## src/rtl/pico_port_pkg.sv

```systemverilog
// Shared constants and types for the PicoBlaze port bank.
// The default addresses must match the firmware port header.
package pico_port_pkg;

  localparam int PORT_W = 8;

  localparam int STAT_BUSY = 0;
  localparam int STAT_ERR  = 1;

  localparam logic [PORT_W-1:0] DEF_BASE_ADDR   = 8'h04;
  localparam logic [PORT_W-1:0] DEF_PULSE_ADDR  = 8'h01;
  localparam logic [PORT_W-1:0] DEF_STATUS_ADDR = 8'h0F;
  localparam logic [PORT_W-1:0] DEF_COMMIT_ADDR = 8'h0E;

  typedef enum logic {
    IDLE   = 1'b0,
    ACTIVE = 1'b1
  } pulse_state_t;

endpackage

```

## src/rtl/pico_pulse_gen.sv

```systemverilog
// Command pulse generator: a trigger starts a pulse of exactly PULSE_LEN cycles.
// Triggers arriving while a pulse is running are dropped and reported on retrigger.
module pico_pulse_gen
  import pico_port_pkg::*;
#(
  parameter int PULSE_LEN = 1
) (
  input  logic clk,
  input  logic reset,
  input  logic fire,
  output logic busy,
  output logic retrigger
);

  localparam logic [7:0] LOAD_VAL = 8'(PULSE_LEN - 1);

  pulse_state_t state, state_nxt;
  logic [7:0]   cnt, cnt_nxt;

  always_ff @(posedge clk) begin
    if (!reset) begin
      state <= IDLE;
      cnt   <= '0;
    end else begin
      state <= state_nxt;
      cnt   <= cnt_nxt;
    end
  end

  // The final ACTIVE cycle (cnt==0) still counts as busy, so a trigger there is dropped.
  always_comb begin
    state_nxt = state;
    cnt_nxt   = cnt;
    busy      = (state == ACTIVE);
    retrigger = 1'b0;
    case (state)
      IDLE: begin
        if (fire) begin
          state_nxt = ACTIVE;
          cnt_nxt   = LOAD_VAL;
        end
      end
      ACTIVE: begin
        retrigger = fire;
        if (cnt == 8'd0) state_nxt = IDLE;
        else             cnt_nxt   = cnt - 8'd1;
      end
      default: state_nxt = IDLE;
    endcase
  end

endmodule

```

## src/rtl/pico_port_bank.sv

```systemverilog
// PicoBlaze I/O port bank: configuration registers, command pulse and status read-back.
// Define SHADOW_COMMIT_EN to stage register writes in shadows applied by a commit-port write.
module pico_port_bank
  import pico_port_pkg::*;
#(
  parameter int                NUM_REGS    = 4,
  parameter int                DATA_W      = 8,
  parameter logic [PORT_W-1:0] BASE_ADDR   = DEF_BASE_ADDR,
  parameter logic [PORT_W-1:0] PULSE_ADDR  = DEF_PULSE_ADDR,
  parameter logic [PORT_W-1:0] STATUS_ADDR = DEF_STATUS_ADDR,
  parameter logic [PORT_W-1:0] COMMIT_ADDR = DEF_COMMIT_ADDR,
  parameter int                PULSE_LEN   = 1,
  parameter logic [DATA_W-1:0] RST_VAL     = '0
) (
  input  logic                       clk,
  input  logic                       reset,
  input  logic [PORT_W-1:0]          port_id,
  input  logic [PORT_W-1:0]          out_port,
  input  logic                       write_strobe,
  input  logic                       read_strobe,
  output logic [PORT_W-1:0]          in_port,
  output logic [NUM_REGS*DATA_W-1:0] cfg_q,
  output logic [NUM_REGS-1:0]        cfg_upd,
  output logic                       cmd_pulse,
  output logic                       cmd_busy
);

  localparam int BASE_I   = int'(BASE_ADDR);
  localparam int LAST_I   = BASE_I + NUM_REGS - 1;
  localparam int PULSE_I  = int'(PULSE_ADDR);
  localparam int STATUS_I = int'(STATUS_ADDR);
  localparam int COMMIT_I = int'(COMMIT_ADDR);

  localparam logic [PORT_W-1:0] NREGS_B = PORT_W'(NUM_REGS);

  // The address map is fixed at build time, so conflicts are rejected here rather than arbitrated.
  if (NUM_REGS < 1 || NUM_REGS > 16 || DATA_W < 1 || DATA_W > 8 ||
      PULSE_LEN < 1 || PULSE_LEN > 255) begin : g_bad_param
    $error("pico_port_bank: parameter out of legal range");
  end
  if (LAST_I > 255) begin : g_bad_window
    $error("pico_port_bank: register window runs past port 0xFF");
  end
  if ((PULSE_I >= BASE_I && PULSE_I <= LAST_I) ||
      (STATUS_I >= BASE_I && STATUS_I <= LAST_I) ||
      (COMMIT_I >= BASE_I && COMMIT_I <= LAST_I) ||
      PULSE_I == STATUS_I || PULSE_I == COMMIT_I || STATUS_I == COMMIT_I) begin : g_bad_map
    $error("pico_port_bank: overlapping port addresses");
  end

  logic [PORT_W-1:0]          idx;
  logic                       in_win;
  logic [NUM_REGS-1:0]        wr_mask;
  logic                       pulse_fire, retrigger, err;
  logic [NUM_REGS*DATA_W-1:0] cfg_r;
  logic [PORT_W-1:0]          status, rd_data;

  always_comb begin
    idx     = port_id - BASE_ADDR;
    in_win  = (port_id >= BASE_ADDR) && (idx < NREGS_B);
    wr_mask = '0;
    for (int i = 0; i < NUM_REGS; i++) begin
      wr_mask[i] = write_strobe && in_win && (idx == PORT_W'(i));
    end
  end

  assign pulse_fire = write_strobe && (port_id == PULSE_ADDR);

  pico_pulse_gen #(
    .PULSE_LEN (PULSE_LEN)
  ) u_pulse (
    .clk       (clk),
    .reset     (reset),
    .fire      (pulse_fire),
    .busy      (cmd_busy),
    .retrigger (retrigger)
  );

  assign cmd_pulse = cmd_busy;

`ifdef SHADOW_COMMIT_EN
  logic [NUM_REGS*DATA_W-1:0] shadow;
  logic [NUM_REGS-1:0]        dirty;
  logic                       commit;

  assign commit = write_strobe && (port_id == COMMIT_ADDR);

  always_ff @(posedge clk) begin
    if (!reset) begin
      cfg_r   <= {NUM_REGS{RST_VAL}};
      shadow  <= {NUM_REGS{RST_VAL}};
      dirty   <= '0;
      cfg_upd <= '0;
    end else begin
      cfg_upd <= '0;
      dirty   <= dirty | wr_mask;
      for (int i = 0; i < NUM_REGS; i++) begin
        if (wr_mask[i]) shadow[i*DATA_W +: DATA_W] <= out_port[DATA_W-1:0];
      end
      if (commit) begin
        cfg_r   <= shadow;
        cfg_upd <= dirty;
        dirty   <= '0;
      end
    end
  end
`else
  always_ff @(posedge clk) begin
    if (!reset) begin
      cfg_r   <= {NUM_REGS{RST_VAL}};
      cfg_upd <= '0;
    end else begin
      cfg_upd <= wr_mask;
      for (int i = 0; i < NUM_REGS; i++) begin
        if (wr_mask[i]) cfg_r[i*DATA_W +: DATA_W] <= out_port[DATA_W-1:0];
      end
    end
  end
`endif

  assign cfg_q = cfg_r;

  // A retrigger in the same cycle as a status read leaves err set.
  always_ff @(posedge clk) begin
    if (!reset)                                          err <= 1'b0;
    else if (retrigger)                                  err <= 1'b1;
    else if (read_strobe && (port_id == STATUS_ADDR))    err <= 1'b0;
  end

  always_comb begin
    status            = '0;
    status[STAT_BUSY] = cmd_busy;
    status[STAT_ERR]  = err;
    rd_data           = '0;
    if (in_win) begin
      for (int i = 0; i < NUM_REGS; i++) begin
        if (idx == PORT_W'(i)) rd_data = PORT_W'(cfg_r[i*DATA_W +: DATA_W]);
      end
    end else if (port_id == STATUS_ADDR) begin
      rd_data = status;
    end
  end

  always_ff @(posedge clk) begin
    if (!reset) in_port <= '0;
    else        in_port <= rd_data;
  end

endmodule

```

## config.mk

```make
export PLATFORM = sky130hd
export DESIGN_NAME = pico_port_bank
export DESIGN_NICKNAME = d
export VERILOG_FILES = /design/src/rtl/pico_port_pkg.sv /design/src/rtl/pico_pulse_gen.sv /design/src/rtl/pico_port_bank.sv
export SDC_FILE = /design/constraint.sdc
export NUM_CORES = 1
export LEC_CHECK = 0
export CAP_MARGIN = 25
export CORE_MARGIN = 4
export CORE_UTILIZATION = 51
export CTS_BUF_LIST = sky130_fd_sc_hd__clkbuf_16
export DETAILED_ROUTE_END_ITERATION = 12
export GPL_ROUTABILITY_DRIVEN = 0
export GPL_TIMING_DRIVEN = 0
export PLACE_DENSITY = 0.82
export SETUP_SLACK_MARGIN = 0.4
export SYNTH_ARGS = -nofsm -noshare
export SYNTH_HDL_FRONTEND = slang
export SYNTH_SLANG_ARGS = --single-unit
```

## constraint.sdc

```tcl
create_clock -name clk -period 3.3 [get_ports clk]
set_input_delay 0.66 -clock clk [delete_from_list [all_inputs] [get_ports clk]]
set_output_delay 0.66 -clock clk [all_outputs]
set_load 0.02 [all_outputs]
```

Word level (Yosys, flattened, before mapping):

Cells that the tools add are included.

* $add $sub $neg: 2
* magnitude comparators: 2
* eq/ne operators: 7
* multiplexer cells: 15
* bitwise logic cells: 1
* reductions and logical operators: 12

Operators by type and width (number)
* 2-to-1 mux 8 bit: 7
* equality test 8 x 1 -> 1 bit (second input constant): 2
* equality test 8 x 2 -> 1 bit (second input constant): 2
* logical NOT 8 bit: 2
* case mux 8 bit (2 select lines): 1
* equality test 8 x 4 -> 1 bit (second input constant): 1
* >= comparator 8 x 3 -> 1 bit (second input constant): 1
* logical AND 1 bit: 8
* < comparator 8 x 3 -> 1 bit (second input constant): 1
* subtractor 8 x 1 -> 8 bit (second input constant): 1
* subtractor 8 x 3 -> 8 bit (second input constant): 1
* 2-to-1 mux 1 bit: 5
* 2-to-1 mux 2 bit: 1
* != test 2 x 1 -> 1 bit (second input constant): 1
* != test 2 bit (second input constant): 1
* case mux 1 bit (2 select lines): 1
* AND reduction 2 bit: 1
* nonzero test 2 bit: 1
* inverter 1 bit: 1

* register bits after elaboration: 54
* input port bits: 20
* output and inout port bits: 46
* logic and storage cells: 48

Logic depth before layout (Yosys ltp):

* depth in word-level cells: 7
* gate-level depth with buffers: 6
* depth with buffers taken out: 6

Modules after synthesis:

Synthesis repeated with hierarchy kept, for this count alone.

* cell total of the unflattened synthesis: 237
* area total of the unflattened synthesis: 2363.5 µm²

By module, submodules not included
* pico_port_bank: times used 1, cells each 177, area each 1864.3 µm², seq. area each 900.9 µm²
* pico_pulse_gen: times used 1, cells each 60, area each 499.2 µm², seq. area each 180.2 µm²

Least setup slack after synthesis:

OpenSTA, ideal clock, no wires.

* path type: in2reg
* start: in port_id[4]
* end: reg cfg_r[6] (netlist: cfg_q[6])
* library setup time: 0.119 ns
* arrival: 1.886 ns
* data required time: 3.181 ns
* slack: 1.295 ns
* cell stages on the path: 5
* buffers on the path: 1
* path through: nor4_4 nand4b_4 or3_1 buf_6 mux2i_1

* word-level cells in the longest chain between the ends: 5
* elaborated cells on any way between the ends: 7

RTL lines
* start: declaration: line pico_port_bank.sv:17 `input logic [PORT_W-1:0] port_id,`
* subtractor 8 x 3 -> 8 bit: line pico_port_bank.sv:59 `idx = port_id - BASE_ADDR;`
* < comparator 8 x 3 -> 1 bit: line pico_port_bank.sv:60 `in_win = (port_id >= BASE_ADDR) && (idx < NREGS_B);`
* logical AND 1 bit: line pico_port_bank.sv:60
* logical AND 1 bit: line pico_port_bank.sv:63 `wr_mask[i] = write_strobe && in_win && (idx == PORT_W'(i));`
* logical AND 1 bit *: line pico_port_bank.sv:63
* end signal: assignment: line pico_port_bank.sv:110 `cfg_r <= {NUM_REGS{RST_VAL}};`
* end signal: indexed assignment: line pico_port_bank.sv:115 `if (wr_mask[i]) cfg_r[i*DATA_W +: DATA_W] <= out_port[DATA_W-1:0];`
* end: declaration: line pico_port_bank.sv:55 `logic [NUM_REGS*DATA_W-1:0] cfg_r;`

Every way passes the cells marked *; elsewhere a longest branch is shown, timed or not.
A chain may end at the register's enable or synchronous reset.

Final worst setup path:

* start: in port_id[4]
* end: reg cfg_r[27] (netlist: cfg_q[27])

Same word-level chain as after synthesis.

==> reports/qor.yml <==
yosys_warnings: 0
firstDrtPassIters: 4
fillers: 321
clock-sinks: 54
crit_path_max_fanout: 8
cts_tree: "yes"
nNetsFinal: 321
viasPerCell: 5.631
wl_microns: 5971
min_to: "err"
holdPathStages: 2
setup_ws_ps: 840.2
htreeDepth: 2
cts-buffers-inserted: 5
synth_area_per_cell_sq_um: 10.13
critPathKind: "in -> reg"
ant_nets: 0
syn2layout_area_growth_pct: 36.88
slowest_delay_ps: 610
yosysMostFrequentCell: "dfxtp_1"
die_y_microns: 75.61
maxSlewViolCount: 0
synth_common_cells: "54 x dfxtp_1, 38 x mux2i_1, 36 x nand2_1"
clock_latency_ps: 290
antenna_found_initial: 0
synth_nets: 251
leakage_nw: 1.251
hold_path.startpoint: "err"
fin_crit_ps: 2460
die_w_microns: 75.61
slowest_stage: "nor4_4"
relSlewSlack: 0.5589
max_freq_mhz: 406.5
dp_slack_ps: 526.2
io_pins: 66
path_cells: "clkdlybuf4s50_1, nor4_4, nand4b_4, nor2_2, mux2i_1"
endpoint_kind: "flop"
core_sq_um: 4384
setup_viol: 0
cts_hold_buffers: 0
numPortBuffers: 63
pwr_density_cell_nw_per_um2: 412.7
syn_inst: 230
synth-seq-area-share: 0.4638
dieArea_sq_um: 5716
grt_max_degree: 17
fin_util: 0.7277
ys_ff_latch: 54
reg2reg_from: "u_pulse.cnt[0]"
hold_slack_ps: 473.1
cp.arrival_ps: 2680
synth_area_leader_cell: "dfxtp_1"
diodes: 0
synth_edf_count: 0
hold_class: "reg -> reg"
overflow: 0
clk_pin_slew_worst_paths_ps: 70
grt_pass1_vias: 1981
path_depth: 5
fin_setup_tns_ps: 0
num_vias: 1982
yosysUniqueCellTypes: 44
ir_drop_mv: 0.2670
r2r_setup_slack_ps: 1450
final-seq-area_sq_um: 1081
ys_async_sr_fraction: 0
clk_path_buf_depth: 2
synth.cell_area_sq_um: 2331
drc_errors: 0
ys.flop_type: "dfxtp_1"
hpwl_microns: 4252
final_layout_size_suffix_gt1_frac: 0.09667
initial_core_util: 0.5317
crit_required_ps: 3520
cts_resized: 0
drt_iter0_markers: 206
reg2regPathDepth: 6
rows: 24
synth.top_cell.area_share: 0.4638
grt_usage: 0.2276
skew_ps: 4.683
finalCritPeriodShare: 0.7454
crit_buf_inv: 1
crit_family: "simple AND/OR/NAND/NOR gates"
multi_input_area_sq_um: 1167
routedWlPerCell_microns: 16.96
finalHoldViolations: 0
r2r_end: "u_pulse.cnt[4]"
crit_path_start_kind: "input pin"
post-cts-setup-buffer-count: 0
yosys-top-cells-area: "dfxtp_1 46%, mux2i_1 16%, nand2_1 5.8%, mux4_2 5.8%, nor2_1 2.7%"
rsz0062_at_grt: "no"
worst_pin_slew_ps: 661.7
status: "completed"
drv_cap: 0
grt_pass1_wl_microns: 9735
cts_root_buf: "clkbuf_16"
final cells by class:
type	count	area share
clock inverter	2	0.01216
multi-input combinational	158	0.3659
timing repair buffer	63	0.1976
inverter	5	0.005882
sequential	54	0.3388
buffer	13	0.02000
clock buffer	5	0.03922
tap	52	0.02039
cell families (layout without fill, tap and decap cells):
family                   Yosys count  after routing  synth area share
XOR/XNOR                           3              3           0.01127
adder cells (fa/ha/maj)            1              1          0.005367
AND/OR/NAND/NOR                   94             94            0.2179
flip-flops                        54             54            0.4638
AO/OA/AOI/OAI                     16             16           0.04509
multiplexers                      44             44            0.2211
buffers and inverters             18             88           0.03542
tightest hold or removal path: cells and delay by family (launching register included):
| kind | cells | cell delay, ps |
|---|---|---|
| DFF | 1 | 320 |
| and+or+nand+nor | 1 | 60 |
| AOI/OAI and AO/OA | 1 | 50 |
how the worst max path moves through the flow:
stage / startpoint / to / slack [ps]
after global routing: port_id[4] / cfg_q[31] / 730
after floorplan: port_id[4] / cfg_q[6] / 1300
after global placement: port_id[4] / cfg_q[28] / 580
after CTS: port_id[4] / cfg_q[27] / 850
after detailed placement: port_id[4] / cfg_q[27] / 530
final: port_id[4] / cfg_q[27] / 840
power breakdown:
part	leakage [nW]	internal, mW	switching (mW)	total (mW)
sequential	0.435	0.652	0.000536	0.652
combinational	0.737	0.0327	0.0432	0.0758
clock	0.0799	0.355	0.233	0.589
cells in the final DEF (no fill, tap or decap), types with 2 or more instances in the layout:
master,n
nor3_1,4
and3_1,2
or4_1,2
clkdlybuf4s50_1,63
buf_2,3
or2_2,2
nand2b_1,2
o21ai_0,3
clkbuf_1,6
or3_1,2
buf_1,2
nor2b_1,6
xor2_1,3
dfxtp_1,54
mux2i_1,38
mux4_2,6
a21oi_1,6
inv_1,4
nor2_1,17
clkbuf_16,5
nand3_1,8
nand2_1,36
registers in the layout (all words and copies together), names as in the netlist:
name and count:
u_pulse.cnt 8, in_port 8, cfg_upd 4, err 1, u_pulse.busy 1, cfg_q 32
per-stage QoR:
stage	area, sq um	std cells	total power, mW
after floorplan	2331	230	0.7034
after global placement	3027	345	0.7415
after detailed placement	3027	345	0.7422
after CTS	3191	352	1.316
after global routing	3191	352	1.351
final	3191	352	1.317
metal layers:
metal / global-route usage / wire [microns] / vias up
met2: 0.3854 / 2961 / 82
met4: 0.06796 / 97 / 0
met1: 0.2870 / 2549 / 944
li1: - / - / 946
met5: 0 / 0 / -
met3: 0.05673 / 361 / 10
No activity file was read; power rests on OpenSTA's default activity.
